### src/rtl/mem_arbiter_if.sv
// Signal bundle between the fetch/data requesters, the shared memory and mem_arbiter.
// The master modport is the arbiter side. The slave modport is the requesters plus the memory.
interface mem_arbiter_if;
    logic        if_req;
    logic [31:0] if_addr;
    logic        if_ready;
    logic [31:0] if_rdata;
    logic        if_err;
    logic        d_req;
    logic        d_we;
    logic [2:0]  d_funct3;
    logic [31:0] d_addr;
    logic [31:0] d_wdata;
    logic        d_ready;
    logic [31:0] d_rdata;
    logic        d_err;
    logic        mem_req;
    logic        mem_we;
    logic [31:0] mem_addr;
    logic [3:0]  mem_be;
    logic [31:0] mem_wdata;
    logic [31:0] mem_rdata;
    logic        mem_ready;
    logic        busy;

    modport master (
        input  if_req, if_addr, d_req, d_we, d_funct3, d_addr, d_wdata,
               mem_rdata, mem_ready,
        output if_ready, if_rdata, if_err, d_ready, d_rdata, d_err,
               mem_req, mem_we, mem_addr, mem_be, mem_wdata, busy
    );

    modport slave (
        output if_req, if_addr, d_req, d_we, d_funct3, d_addr, d_wdata,
               mem_rdata, mem_ready,
        input  if_ready, if_rdata, if_err, d_ready, d_rdata, d_err,
               mem_req, mem_we, mem_addr, mem_be, mem_wdata, busy
    );
endinterface

### src/rtl/mem_arbiter.sv
// Shares one single-ported memory between an instruction fetch port and an RV32I load/store port.
//   state | meaning
//   IDLE  | no access in flight, arbitrate (data beats fetch)
//   FETCH | fetch access on the memory, waiting for mem_ready or timeout
//   DATA  | load/store access on the memory, waiting for mem_ready or timeout
module mem_arbiter #(
    parameter int unsigned TIMEOUT = 15
) (
    input  logic          clk,
    input  logic          rst,
    mem_arbiter_if.master bus
);
    localparam logic [7:0] TIMEOUT_CNT = 8'(TIMEOUT);

    typedef enum logic [1:0] {
        IDLE  = 2'd0,
        FETCH = 2'd1,
        DATA  = 2'd2
    } state_t;

    state_t      r_state;
    logic [7:0]  r_cnt;
    logic [1:0]  r_off;
    logic [2:0]  r_funct3;
    logic        r_mem_req;
    logic        r_mem_we;
    logic [3:0]  r_mem_be;
    logic [31:0] r_mem_addr;
    logic [31:0] r_mem_wdata;
    logic        r_if_ready;
    logic        r_if_err;
    logic [31:0] r_if_rdata;
    logic        r_d_ready;
    logic        r_d_err;
    logic [31:0] r_d_rdata;

    logic        w_d_elig;
    logic        w_if_elig;
    logic        w_d_bad;
    logic [3:0]  w_st_be;
    logic [31:0] w_st_wdata;
    logic [7:0]  w_cnt_inc;
    logic        w_timeout;
    logic [7:0]  w_byte;
    logic [15:0] w_half;
    logic [31:0] w_load;

    // A requester still showing its ready pulse is holding a stale request.
    assign w_d_elig  = bus.d_req  & ~r_d_ready;
    assign w_if_elig = bus.if_req & ~r_if_ready;

    assign w_d_bad = (bus.d_funct3[1:0] == 2'b11)
                   | (~bus.d_we & (bus.d_funct3 == 3'b110))
                   | (bus.d_we & bus.d_funct3[2])
                   | ((bus.d_funct3[1:0] == 2'b01) & bus.d_addr[0])
                   | ((bus.d_funct3[1:0] == 2'b10) & (bus.d_addr[1:0] != 2'b00));

    always_comb begin
        w_st_be    = 4'b1111;
        w_st_wdata = bus.d_wdata;
        case (bus.d_funct3[1:0])
            2'b00: begin
                w_st_be    = 4'b0001 << bus.d_addr[1:0];
                w_st_wdata = {4{bus.d_wdata[7:0]}};
            end
            2'b01: begin
                w_st_be    = 4'b0011 << bus.d_addr[1:0];
                w_st_wdata = {2{bus.d_wdata[15:0]}};
            end
            default: ;
        endcase
    end

    assign w_cnt_inc = r_cnt + 8'd1;
    assign w_timeout = (w_cnt_inc == TIMEOUT_CNT);

    always_comb begin
        w_byte = bus.mem_rdata[7:0];
        case (r_off)
            2'd1:    w_byte = bus.mem_rdata[15:8];
            2'd2:    w_byte = bus.mem_rdata[23:16];
            2'd3:    w_byte = bus.mem_rdata[31:24];
            default: ;
        endcase
        w_half = r_off[1] ? bus.mem_rdata[31:16] : bus.mem_rdata[15:0];
        w_load = bus.mem_rdata;
        case (r_funct3[1:0])
            2'b00:   w_load = {{24{w_byte[7] & ~r_funct3[2]}}, w_byte};
            2'b01:   w_load = {{16{w_half[15] & ~r_funct3[2]}}, w_half};
            default: ;
        endcase
    end

    always_ff @(posedge clk or posedge rst) begin
        if (rst) begin
            r_state     <= IDLE;
            r_cnt       <= 8'd0;
            r_off       <= 2'd0;
            r_funct3    <= 3'd0;
            r_mem_req   <= 1'b0;
            r_mem_we    <= 1'b0;
            r_mem_be    <= 4'd0;
            r_mem_addr  <= 32'd0;
            r_mem_wdata <= 32'd0;
            r_if_ready  <= 1'b0;
            r_if_err    <= 1'b0;
            r_if_rdata  <= 32'd0;
            r_d_ready   <= 1'b0;
            r_d_err     <= 1'b0;
            r_d_rdata   <= 32'd0;
        end else begin
            r_if_ready <= 1'b0;
            r_if_err   <= 1'b0;
            r_d_ready  <= 1'b0;
            r_d_err    <= 1'b0;
            case (r_state)
                IDLE: begin
                    r_cnt <= 8'd0;
                    if (w_d_elig) begin
                        if (w_d_bad) begin
                            r_d_ready <= 1'b1;
                            r_d_err   <= 1'b1;
                        end else begin
                            r_state     <= DATA;
                            r_mem_req   <= 1'b1;
                            r_mem_we    <= bus.d_we;
                            r_mem_be    <= bus.d_we ? w_st_be : 4'b1111;
                            r_mem_addr  <= {bus.d_addr[31:2], 2'b00};
                            r_mem_wdata <= w_st_wdata;
                            r_off       <= bus.d_addr[1:0];
                            r_funct3    <= bus.d_funct3;
                        end
                    end else if (w_if_elig) begin
                        r_state    <= FETCH;
                        r_mem_req  <= 1'b1;
                        r_mem_we   <= 1'b0;
                        r_mem_be   <= 4'b1111;
                        r_mem_addr <= {bus.if_addr[31:2], 2'b00};
                        r_off      <= bus.if_addr[1:0];
                        r_funct3   <= 3'b010;
                    end
                end
                FETCH, DATA: begin
                    if (bus.mem_ready || w_timeout) begin
                        r_state   <= IDLE;
                        r_mem_req <= 1'b0;
                        r_mem_we  <= 1'b0;
                        r_mem_be  <= 4'd0;
                        if (r_state == FETCH) begin
                            r_if_ready <= 1'b1;
                            r_if_err   <= ~bus.mem_ready;
                            if (bus.mem_ready) r_if_rdata <= bus.mem_rdata;
                        end else begin
                            r_d_ready <= 1'b1;
                            r_d_err   <= ~bus.mem_ready;
                            if (bus.mem_ready) r_d_rdata <= w_load;
                        end
                    end else begin
                        r_cnt <= w_cnt_inc;
                    end
                end
                default: r_state <= IDLE;
            endcase
        end
    end

    assign bus.mem_req   = r_mem_req;
    assign bus.mem_we    = r_mem_we;
    assign bus.mem_be    = r_mem_be;
    assign bus.mem_addr  = r_mem_addr;
    assign bus.mem_wdata = r_mem_wdata;
    assign bus.if_ready  = r_if_ready;
    assign bus.if_err    = r_if_err;
    assign bus.if_rdata  = r_if_rdata;
    assign bus.d_ready   = r_d_ready;
    assign bus.d_err     = r_d_err;
    assign bus.d_rdata   = r_d_rdata;
    assign bus.busy      = (r_state != IDLE);
endmodule

### src/flat_wrapper.sv
// flat-port wrapper written by rule: the top's interface ports become plain ports
module mem_arbiter_flat 
#(
    parameter int unsigned TIMEOUT = 15
)
  (clk, rst, bus_if_req, bus_if_addr, bus_d_req, bus_d_we, bus_d_funct3, bus_d_addr, bus_d_wdata, bus_mem_rdata, bus_mem_ready, bus_if_ready, bus_if_rdata, bus_if_err, bus_d_ready, bus_d_rdata, bus_d_err, bus_mem_req, bus_mem_we, bus_mem_addr, bus_mem_be, bus_mem_wdata, bus_busy);
  mem_arbiter_if bus_i ();
  input  logic clk;
  input  logic rst;
  input wire logic [$bits(bus_i.if_req)-1:0] bus_if_req;
  input wire logic [$bits(bus_i.if_addr)-1:0] bus_if_addr;
  input wire logic [$bits(bus_i.d_req)-1:0] bus_d_req;
  input wire logic [$bits(bus_i.d_we)-1:0] bus_d_we;
  input wire logic [$bits(bus_i.d_funct3)-1:0] bus_d_funct3;
  input wire logic [$bits(bus_i.d_addr)-1:0] bus_d_addr;
  input wire logic [$bits(bus_i.d_wdata)-1:0] bus_d_wdata;
  input wire logic [$bits(bus_i.mem_rdata)-1:0] bus_mem_rdata;
  input wire logic [$bits(bus_i.mem_ready)-1:0] bus_mem_ready;
  output wire logic [$bits(bus_i.if_ready)-1:0] bus_if_ready;
  output wire logic [$bits(bus_i.if_rdata)-1:0] bus_if_rdata;
  output wire logic [$bits(bus_i.if_err)-1:0] bus_if_err;
  output wire logic [$bits(bus_i.d_ready)-1:0] bus_d_ready;
  output wire logic [$bits(bus_i.d_rdata)-1:0] bus_d_rdata;
  output wire logic [$bits(bus_i.d_err)-1:0] bus_d_err;
  output wire logic [$bits(bus_i.mem_req)-1:0] bus_mem_req;
  output wire logic [$bits(bus_i.mem_we)-1:0] bus_mem_we;
  output wire logic [$bits(bus_i.mem_addr)-1:0] bus_mem_addr;
  output wire logic [$bits(bus_i.mem_be)-1:0] bus_mem_be;
  output wire logic [$bits(bus_i.mem_wdata)-1:0] bus_mem_wdata;
  output wire logic [$bits(bus_i.busy)-1:0] bus_busy;
  assign bus_i.if_req = bus_if_req;
  assign bus_i.if_addr = bus_if_addr;
  assign bus_i.d_req = bus_d_req;
  assign bus_i.d_we = bus_d_we;
  assign bus_i.d_funct3 = bus_d_funct3;
  assign bus_i.d_addr = bus_d_addr;
  assign bus_i.d_wdata = bus_d_wdata;
  assign bus_i.mem_rdata = bus_mem_rdata;
  assign bus_i.mem_ready = bus_mem_ready;
  assign bus_if_ready = bus_i.if_ready;
  assign bus_if_rdata = bus_i.if_rdata;
  assign bus_if_err = bus_i.if_err;
  assign bus_d_ready = bus_i.d_ready;
  assign bus_d_rdata = bus_i.d_rdata;
  assign bus_d_err = bus_i.d_err;
  assign bus_mem_req = bus_i.mem_req;
  assign bus_mem_we = bus_i.mem_we;
  assign bus_mem_addr = bus_i.mem_addr;
  assign bus_mem_be = bus_i.mem_be;
  assign bus_mem_wdata = bus_i.mem_wdata;
  assign bus_busy = bus_i.busy;
  mem_arbiter #(.TIMEOUT(TIMEOUT)) u_core (.clk(clk), .rst(rst), .bus(bus_i));
endmodule
### config.mk
export PLATFORM = sky130hd
export DESIGN_NAME = mem_arbiter_flat
export DESIGN_NICKNAME = d
export VERILOG_FILES = /design/src/rtl/mem_arbiter_if.sv /design/src/rtl/mem_arbiter.sv /design/src/flat_wrapper.sv
export SDC_FILE = /design/constraint.sdc
export NUM_CORES = 1
export LEC_CHECK = 0
export ABC_AREA = 1
export BUFFER_PORTS_ARGS = -buffer_cell sky130_fd_sc_hd__buf_2
export CAP_MARGIN = 20
export CORE_MARGIN = 1.5
export CORE_UTILIZATION = 35
export DETAILED_ROUTE_END_ITERATION = 12
export SLEW_MARGIN = 15
export SYNTH_ARGS = -nofsm -noshare
export SYNTH_HDL_FRONTEND = slang
export SYNTH_SLANG_ARGS = --single-unit
export TNS_END_PERCENT = 20
### constraint.sdc
create_clock -name clk -period 6 [get_ports clk]
set_clock_uncertainty 0.2 [all_clocks]
set_input_delay 0.6 -clock clk [delete_from_list [all_inputs] [get_ports clk]]
set_output_delay 0.6 -clock clk [all_outputs]
set_load 0.05 [all_outputs]
==> results of run 1 <==
-- cells by family (layout without fill, tap and decap cells) --
group                      Yosys count  after routing
other                                1              5
buffers and inverters              126            386
DFF                                151            151
adders and majority gates            5              5
and+or+nand+nor                    340            340
AOI/OAI and AO/OA                  222            222
-- state kept, by name, indices dropped and copies added (netlist names) --
name,count
u_core.bus.d_err,1
u_core.bus.d_rdata,32
u_core.bus.d_ready,1
u_core.bus.if_err,1
u_core.bus.if_rdata,32
u_core.bus.if_ready,1
u_core.bus.mem_addr,30
u_core.bus.mem_be,4
u_core.bus.mem_req,1
u_core.bus.mem_wdata,32
u_core.bus.mem_we,1
u_core.r_cnt,8
u_core.r_funct3,3
u_core.r_off,2
u_core.r_state,2
-- critical path, delay by kind of cell, from the launching register on --
family / cells / cell delay (ps)
buf+inv: 4 / 1850
simple gates: 4 / 1140
compound gates: 2 / 300
flops: 1 / 380
-- per-stage QoR --
stage	power [W]	instance area (µm²)	hold WS, ps
2_1_floorplan	0.004332	7263	267.5
3_3_place_gp	0.005119	8747	257.9
3_5_place_dp	0.005146	8747	264.3
4_1_cts	0.006244	9336	199.0
5_1_grt	0.006562	9340	228.6
6_report	0.006203	9348	144.2
-- synth_stat cells, drive strengths merged --
master	count	area [µm²]
o21a	6	45.04
o22a	3	26.28
a21oi	42	214.0
a22o	5	43.79
o211ai	2	15.01
nand4	14	87.58
conb	1	3.750
o221ai	3	26.28
a221oi	1	8.760
buf	24	161.4
o22ai	14	87.58
clkbuf	25	93.84
a2bb2oi	16	140.1
o21bai	1	7.510
and2	1	6.260
inv	77	289.0
o21ai	98	576.8
a31oi	30	187.7
nand3	38	225.2
dfrtp	151	3779
nand2	231	919.6
nor2	50	200.2
or2	1	6.260
nor3	5	36.29
a32o	1	10.01
ha	5	62.56
-- metal layers --
layer  track usage [%]  vias to the layer above  part of all wire (%)
met4             6.750                        0                   2.3
li1                  -                     3326                     -
met2             31.70                      236                    47
met5                 0                        -                     0
met1             27.34                     3114                    45
met3             5.342                       38                   6.4
-- how the worst min path moves through the flow --
| stage | slack (ps) | endpoint | from |
|---|---|---|---|
| after floorplan | 270 | u_core.r_state[1] | u_core.r_state[1] |
| after global placement | 260 | u_core.bus.if_rdata[15] | u_core.bus.if_rdata[15] |
| after detailed placement | 260 | u_core.bus.mem_wdata[18] | u_core.bus.mem_wdata[18] |
| after CTS | 200 | u_core.bus.mem_addr[21] | rst |
| after global routing | 230 | u_core.bus.mem_addr[27] | rst |
| final | 140 | u_core.bus.mem_addr[27] | rst |
-- layout make-up --
cell class | count | area, µm²
fill | 2046 | 10950
inverter | 77 | 294.0
clock inverter | 13 | 146.4
clock buffer | 19 | 442.9
sequential | 151 | 3779
timing repair buffer | 277 | 1396
antenna | 3 | 7.507
tap | 270 | 337.8
multi-input combinational | 569 | 2944
-- power by group --
group	internal [W]	switching, W
Clock	0.000629	0.000446
Sequential	0.00148	0.000301
Combinational	0.000793	0.00255
-- cell usage in the layout, fill, tap and decap left out, drive strengths merged, types with 5 or more instances in the layout --
master	instances
a21oi	42
o21a	6
a22o	5
nand2	231
nand3	38
a31oi	30
a2bb2oi	16
dfrtp	151
nor3	5
clkinv	6
buf	277
clkbuf	19
o22ai	14
o21ai	98
ha	5
nor2	50
inv	80
nand4	14
==> metrics.txt, run 1 <==
outcome=completed; Tcrit/Tclk final=66.35%; Worst Setup Slack, final=2019 ps; Crit Reg-Reg Startpoint=u_core.bus.d_ready; static leakage=4.774 nW; fin crit period=3981 ps; dpl cells=1344; first-pass GRT wire length=34360 µm; CP required=6140 ps; Worst-Margin Slew=916.4 ps; post-DP HPWL=16150 µm; critical path type=flop to flop; Max VDD drop=0.2927 mV; CP Capture Point=u_core.r_funct3[1]; xor/xnor cell area share of the yosys netlist=0%; fin util=46.05%; Yosys reg bits=151; pwr/cell area=663.6 mW/mm²; post-synthesis adder-cell area fraction=0.8618%; CP arrival=4120 ps; Critical Path End Type=flop; CP startpoint=u_core.bus.d_ready; root buf cell=clkbuf_16; Final Net Count=1235; Fin. Hold Viols=0; vias after detailed routing=6714; clock sinks=151; pre-CTS setup slack=1654 ps; DR DRC count=0; Critical Path Fanout Max=70; Starting DRT DRC Count=444; vias in the first global route=6270; core area=0.02030 mm²; cts repair resizes=0; die area=0.02161 mm²; Die Wd=147.0 µm; Yosys cell types=39; post-synthesis mux area share=0%; Avg Synthesized Cell Area=8.591 µm²; cts hold-fix bufs=0; CTS tree=done; Clock Latency Late Sink=420 ps; Die H=147.0 µm; largest family of logic cells by synthesized area=simple AND/OR/NAND/NOR gates; row count=52; cell count of the worst reg-to-reg path=10; Total Wirelength=21920 µm; Final TNS setup=0 ps; Post-CTS Setup Inserts=0; Max H-tree Level=4; IO Count=276; Worst setup SP type=flop; CP max-delay cell=nand3_2; CP max stage delay=620 ps; initial antenna violation count=2; Area Growth Syn to Fin=28.77%; Hold Crit Class=primary input to asynchronous set/reset pin; reg-to-reg endpoint=u_core.r_funct3[1]; per-cell routed wire length=15.89 µm; Initial Util=35.76%; Detail Route Antenna Nets=0; Max Cap Violations=0; CTS buffer count=17; Max clock buf depth=2; r2r setup slk=2020 ps; post-synthesis compound-gate area fraction=19.13%; mapped cell area=0.007259 mm²; Max-slew headroom=38.91%; Seq/Total Area, Yosys=52.05%; fin. max-slew vios=0; post-route non-filler standard cell count=1379; GR Util All Layers=20.26%; grt ovf=0; Post-Synth Simple-Gate Area=20.41%; yosys warns=0; CP cell instances=nor2_2 > buf_4 > inv_2 > nor2_2 > nand3_2 > inv_2 > or2_2 > buf_4 > o21ai_0 > o21ai_1; port bufs=273; detailed-router iteration count before antenna repair=5; RSZ-0062 raised after global routing=no; Max Freq=251.2 MHz; Reg clk slew, reported paths=60 ps; share of cells above drive strength 1=33.36%; largest net degree at the start of global routing=100; vias per cell=4.869; GP Congestion=0.8276; Final Setup Violations=0; Gate Count Post-Synth=845
(Power assumes the default switching activity.)
==> run 2, diff against run 1 <==
ABC_AREA = 0   (was 1)
clock period = 3.61 ns   (was 6 ns; I/O delays follow)
==> metrics.txt, run 2 <==
cell family with most CP delay=simple AND/OR/NAND/NOR gates (was buffers and inverters); Avg Synthesized Cell Area=10.18 µm² (was 8.591 µm²); Seq/Total Area, Yosys=51.99% (was 52.05%); Final TNS setup=0 ps (unchanged); CP required=3700 ps (was 6140 ps); root buf cell=clkbuf_16 (unchanged); pwr/cell area=1072 mW/mm² (was 663.6 mW/mm²); most frequent cell after synthesis=dfrtp_1 (was nand2_1); Critical Path Fanout Max=17 (was 70); largest area contributor in the netlist=dfrtp_1 (unchanged); vias per cell=4.918 (was 4.869); Yosys cell types=62 (was 39); CP max-delay cell=and2_1 (was nand3_2); GR Util All Layers=19.60% (was 20.26%); Routed met2 length=9783 µm (was 10250 µm); CTS tree=done (unchanged); Max-slew headroom=38.59% (was 38.91%); yosys warns=0 (unchanged); initial antenna violation count=1 (was 2); Met3 Wirelength=1557 µm (was 1402 µm); cts repair resizes=0 (unchanged); Yosys reg bits=151 (unchanged); DR DRC count=0 (unchanged); EDFF count, synth=0 (unchanged); Filler cells=1964 (was 2046); Die H=147.1 µm (was 147.0 µm); port bufs=273 (unchanged); ys async rst share=100.0% (unchanged); static leakage=4.761 nW (was 4.774 nW); Gate Count Post-Synth=714 (was 845); share of cells above drive strength 1=37.65% (was 33.36%); largest net degree at the start of global routing=61 (was 100); FF/Latch Area=0.003779 mm² (unchanged); RSZ-0062 raised after global routing=no (unchanged); first-pass GRT wire length=32950 µm (was 34360 µm); met1 wire length=9338 µm (was 9766 µm); Total Wirelength=21010 µm (was 21920 µm); most frequent cells in the layout=buf_2, dfrtp_1, nand2_1 (was buf_2, nand2_1, dfrtp_1); clock sinks=151 (unchanged); mapped cell area=0.007268 mm² (was 0.007259 mm²); Die Wd=147.1 µm (was 147.0 µm); vias after detailed routing=6226 (was 6714); IO Count=276 (unchanged); Synth top area share=51.99% (was 52.05%); Antenna diodes=0 (was 3); fin crit period=2763 ps (was 3981 ps); Final Setup Violations=0 (unchanged); die area=0.02164 mm² (was 0.02161 mm²); CP most frequent cell=inv_1; Max Freq=361.9 MHz (was 251.2 MHz); Hold Crit Class=primary input to flop (was primary input to asynchronous set/reset pin); Critical Path End Type=flop (unchanged); per-cell routed wire length=16.60 µm (was 15.89 µm); most common cell after layout, fill and taps aside=buf_2 (unchanged); fin util=47.28% (was 46.05%); Reg clk slew, reported paths=70 ps (was 60 ps); Max clock buf depth=2 (unchanged); CTS buffer count=17 (unchanged); Fin. Hold Viols=0 (unchanged); Worst setup SP type=flop (unchanged); core area=0.02030 mm² (unchanged); Starting DRT DRC Count=331 (was 444); Area Growth Syn to Fin=32.05% (was 28.77%); Detail Route Antenna Nets=0 (unchanged); CP arrival=2850 ps (was 4120 ps); Final Net Count=1125 (was 1235); grt ovf=0 (unchanged); fin. max-slew vios=0 (unchanged); detailed-router iteration count before antenna repair=5 (unchanged); CP cell instances=inv_1 > ha_1 > inv_1 > nor2_1 > and2_1 > o31a_2 > a21oi_1 (was nor2_2 > buf_4 > inv_2 > nor2_2 > nand3_2 > inv_2 > or2_2 > buf_4 > o21ai_0 > o21ai_1); post-DP HPWL=15580 µm (was 16150 µm); CP max stage delay=540 ps (was 620 ps); Max VDD drop=0.4567 mV (was 0.2927 mV); top_reg_cell synth=dfrtp_1 (unchanged); vias in the first global route=6047 (was 6270); row count=52 (unchanged); Clock Latency Late Sink=430 ps (was 420 ps); Max Cap Violations=0 (unchanged); GP Congestion=0.8139 (was 0.8276); Initial Util=35.80% (was 35.76%); critical path type=flop to flop (unchanged); Max H-tree Level=4 (unchanged); Worst Path Buf+Inv=2 (was 4); Top Layer Used=met5 (was met4); Worst-Margin Slew=917.8 ps (was 916.4 ps); multi-input logic area=0.003249 mm² (was 0.002944 mm²); commonest cells in the netlist=dfrtp_1, nand2_1, o21ai_0 (was nand2_1, dfrtp_1, inv_1); ranking of synthesized cells by area=dfrtp_1, mux2i_1, nand2_1, mux2_2, o21ai_0 (was dfrtp_1, nand2_1, o21ai_0, inv_1, a21oi_1); outcome=completed (unchanged); Tcrit/Tclk final=76.54% (was 66.35%)
-- run 2: area by class of cell --
cell class,count,share of cell area (%)
Clock inverter,14,1.590
Tap cell,270,3.520
Timing Repair Buffer,295,16.61
Sequential cell,151,39.37
Inverter,14,0.5866
Multi-Input combinational cell,504,33.85
Clock buffer,18,4.471
-- run 2: worst reg2reg max path, stage by stage, from the launching register on --
cell and delay [ps]:
dfrtp_1 440, inv_1 70, ha_1 410, inv_1 190
nor2_1 160, and2_1 540, o31a_2 470, a21oi_1 150
-- run 2: kinds of logic after synthesis --
kind of cell	count (synthesis)	synth area share [%]
adders and majority gates	5	0.8607
muxes	108	15.75
and+or+nand+nor	199	11.91
buffers and inverters	60	3.615
other	1	0.05159
DFF	151	51.99
AOI/OAI and AO/OA	190	15.82
-- run 2: metrics by stage --
| step | worst slack (ps) | instance area, µm² | instances | power [W] | hold WS, ps |
|---|---|---|---|---|---|
| after floorplan | 1146 | 7276 | 715 | 0.007153 | 273.4 |
| after global placement | 972.7 | 8881 | 1221 | 0.008461 | 256.6 |
| after detailed placement | 889.3 | 8881 | 1221 | 0.008522 | 264.9 |
| after CTS | 878.1 | 9583 | 1265 | 0.01036 | 2.248 |
| after global routing | 650.5 | 9598 | 1266 | 0.01089 | 0.1405 |
| final | 847.0 | 9598 | 1266 | 0.01028 | 13.42 |
-- run 2: final timing paths --
kind	start	end	slack, ps	depth (start not counted)
max in group asynchronous	rst	u_core.bus.mem_wdata[6]	1860	5
worst min-delay path	bus_d_wdata[24]	u_core.bus.mem_wdata[24]	10	3
worst min register to register	u_core.bus.mem_wdata[22]	u_core.bus.mem_wdata[22]	280	2
worst max register to register	u_core.r_state[0]	u_core.bus.d_rdata[24]	850	7
worst max-delay path	u_core.r_state[0]	u_core.bus.d_rdata[24]	850	7
min in group asynchronous	rst	u_core.bus.if_rdata[10]	400	3
-- run 2: per-layer routing --
metal / vias up / global-route usage [%]
li1: 3045 / -
met1: 2900 / 25.65
met2: 251 / 31.55
met3: 28 / 5.062
met4: 2 / 6.700
met5: - / 0
-- run 2: where the power goes --
group	internal [W]	leakage [nW]	total (W)	switching (W)
clock	0.000987	0.291	0.00179	0.000802
sequential	0.00248	1.86	0.00298	0.000505
combinational	0.00139	2.61	0.00552	0.00413
-- run 2: repair_timing --
action                    4_1_cts  5_1_grt
hold buffers                   12        0
buffers inserted                0        0
hold endpoints to repair       40        0
==> run 3, diff against run 2 <==
clock period = 2.84 ns   (was 3.61 ns; I/O delays follow)
==> metrics.txt, run 3 (synthesized netlist as in run 2, its figures left out) <==
CP required=2980 ps (was 3700 ps); Final Net Count=1243 (was 1125); port bufs=273 (unchanged); most common cell after layout, fill and taps aside=buf_2 (unchanged); CTS tree=done (unchanged); Filler cells=1845 (was 1964); CP arrival=2590 ps (was 2850 ps); Max VDD drop=0.9076 mV (was 0.4567 mV); Max-slew headroom=60.32% (was 38.59%); largest net degree at the start of global routing=70 (was 61); fin. max-slew vios=0 (unchanged); Worst-Margin Slew=594.0 ps (was 917.8 ps); most frequent cells in the layout=buf_2, dfrtp_1, nand2_1 (unchanged); Cell Area, Placed=0.008944 mm² (was 0.008881 mm²); Final TNS setup=0 ps (unchanged); sequential group share of total power=28.0% (was 29.0%); Reg clk slew, reported paths=70 ps (about the same); Total Wirelength=22710 µm (was 21010 µm); Hold Crit Class=primary input to flop (unchanged); Final Setup Violations=0 (unchanged); hold slack=24.11 ps (was 13.42 ps); RSZ-0062 raised after global routing=no (unchanged); static leakage=5.271 nW (was 4.761 nW); Detail Route Antenna Nets=0 (unchanged); Initial Util=35.80% (unchanged); grt ovf=0 (unchanged); post-route non-filler standard cell count=1383 (was 1266); CP startpoint=u_core.r_cnt[0] (was u_core.r_state[0]); GR Util All Layers=21.04% (was 19.60%); Antenna diodes=0 (unchanged); Clock Latency Late Sink=420 ps (was 430 ps); root buf cell=clkbuf_16 (unchanged); fin util=53.24% (was 47.28%); Critical Path End Type=flop (unchanged); vias after detailed routing=6744 (was 6226); post-DP HPWL=15500 µm (was 15580 µm); IO Count=276 (unchanged); initial antenna violation count=0 (was 1); CTS buffer count=17 (unchanged); vias in the first global route=6658 (was 6047); Worst setup SP type=flop (unchanged); Sw Pwr=0.006956 W (was 0.005436 W); Max H-tree Level=4 (unchanged); Die Wd=147.1 µm (unchanged); first-pass GRT wire length=35740 µm (was 32950 µm); vias per cell=4.876 (was 4.918); fin crit period=2454 ps (was 2763 ps); dpl cells=1226 (was 1221); GP Congestion=0.8263 (was 0.8139); Final Instance Area=0.01081 mm² (was 0.009598 mm²); DR DRC count=0 (unchanged); Area Growth Syn to Fin=48.68% (was 32.05%); Post-CTS Setup Inserts=0 (unchanged); Fin. Hold Viols=0 (unchanged); switching power share of the total=51.94% (was 52.86%); Tcrit/Tclk final=86.41% (was 76.54%); pwr/cell area=1239 mW/mm² (was 1072 mW/mm²); Die H=147.1 µm (unchanged); detailed-router iteration count before antenna repair=4 (was 5); Max Cap Violations=0 (unchanged); Clk pwr share=17.6% (was 17.4%); per-cell routed wire length=16.42 µm (was 16.60 µm); Critical Path Fanout Max=11 (was 17); Comb power frac=54.5% (was 53.6%); share of cells above drive strength 1=34.05% (was 37.65%); clock sinks=151 (unchanged); row count=52 (unchanged); Starting DRT DRC Count=399 (was 331); internal power=0.006437 W (was 0.004849 W); core area=0.02030 mm² (unchanged); outcome=completed (unchanged); Max clock buf depth=2 (unchanged); critical path type=flop to flop (unchanged); die area=0.02164 mm² (unchanged); Crit Reg-Reg Startpoint=u_core.r_cnt[0] (was u_core.r_state[0]); Worst Min Path Start=bus_mem_rdata[15] (was bus_d_wdata[24]); Max Freq=407.5 MHz (was 361.9 MHz)
-- run 3: changes by cell type in the layout (fill, tap and decap cells not counted) --
cell / before / now
buf_4: 7 / 10
buf_12: 2 / 4
inv_6: 7 / 5
bufinv_16: 1 / 2
clkinv_4: 0 / 1
dlygate4sd3_1: 12 / 126
clkbuf_1: 1 / 0
clkinv_2: 1 / 0
clkinvlp_4: 1 / 2
buf_8: 1 / 0
-- run 3: cell type report --
| class | instances | area, µm² | share of cell area [%] |
|---|---|---|---|
| clock inverter | 14 | 176.4 | 1.633 |
| inverter | 14 | 56.30 | 0.5210 |
| timing repair buffer | 413 | 2783 | 25.75 |
| multi-input combinational | 504 | 3249 | 30.07 |
| clock buffer | 17 | 425.4 | 3.937 |
| tap | 270 | 337.8 | 3.126 |
| sequential | 151 | 3779 | 34.97 |
-- run 3: worst max-delay path, stage by stage, from the launching register on --
cell	delay [ps]
dfrtp_1	550
ha_1	290
nand3_2	170
nor4_4	390
o211ai_2	240
o21ai_4	300
mux2i_1	230
-- run 3: metrics by stage --
step	setup slack [ps]	total power [W]
after floorplan	453.0	0.009092
after global placement	501.6	0.01081
after detailed placement	428.9	0.01087
after CTS	389.1	0.01344
after global routing	192.3	0.01414
final	386.0	0.01339
-- run 3: what timing repair did --
item / in CTS / in global routing
hold buffers: 126 / 0
resized for setup: 0 / 0
endpoints found under the hold margin: 132 / 0
-- run 3: metal layers --
metal  vias to the layer above  share of wire, %  GRT usage, %
li1                       3280                 -             -
met1                      3190                44         27.50
met2                       249                48         34.81
met3                        25               6.8         5.248
met4                         0               1.6         5.650
met5                         -                 0             0
-- run 3: path summary, 6_finish.rpt --
path	slack (ps)	cells past startpoint	to
setup / recovery	390	6	u_core.r_cnt[1]
hold / removal	20	2	u_core.bus.if_rdata[15]
setup reg to reg	390	6	u_core.r_cnt[1]
hold reg to reg	270	2	u_core.bus.mem_addr[15]
max in group asynchronous	1430	4	u_core.bus.mem_wdata[15]
min in group asynchronous	270	3	u_core.bus.if_rdata[10]
-- run 3: power by group through the flow --
stage / Combinational [W] / Clock [W] / Sequential [W]
6_report: 0.00730 / 0.00235 / 0.00375
3_3_place_gp: 0.00707 / 0 / 0.00374
4_1_cts: 0.00731 / 0.00239 / 0.00374
5_1_grt: 0.00775 / 0.00251 / 0.00388
3_5_place_dp: 0.00712 / 0 / 0.00375
2_1_floorplan: 0.00214 / 0 / 0.00695
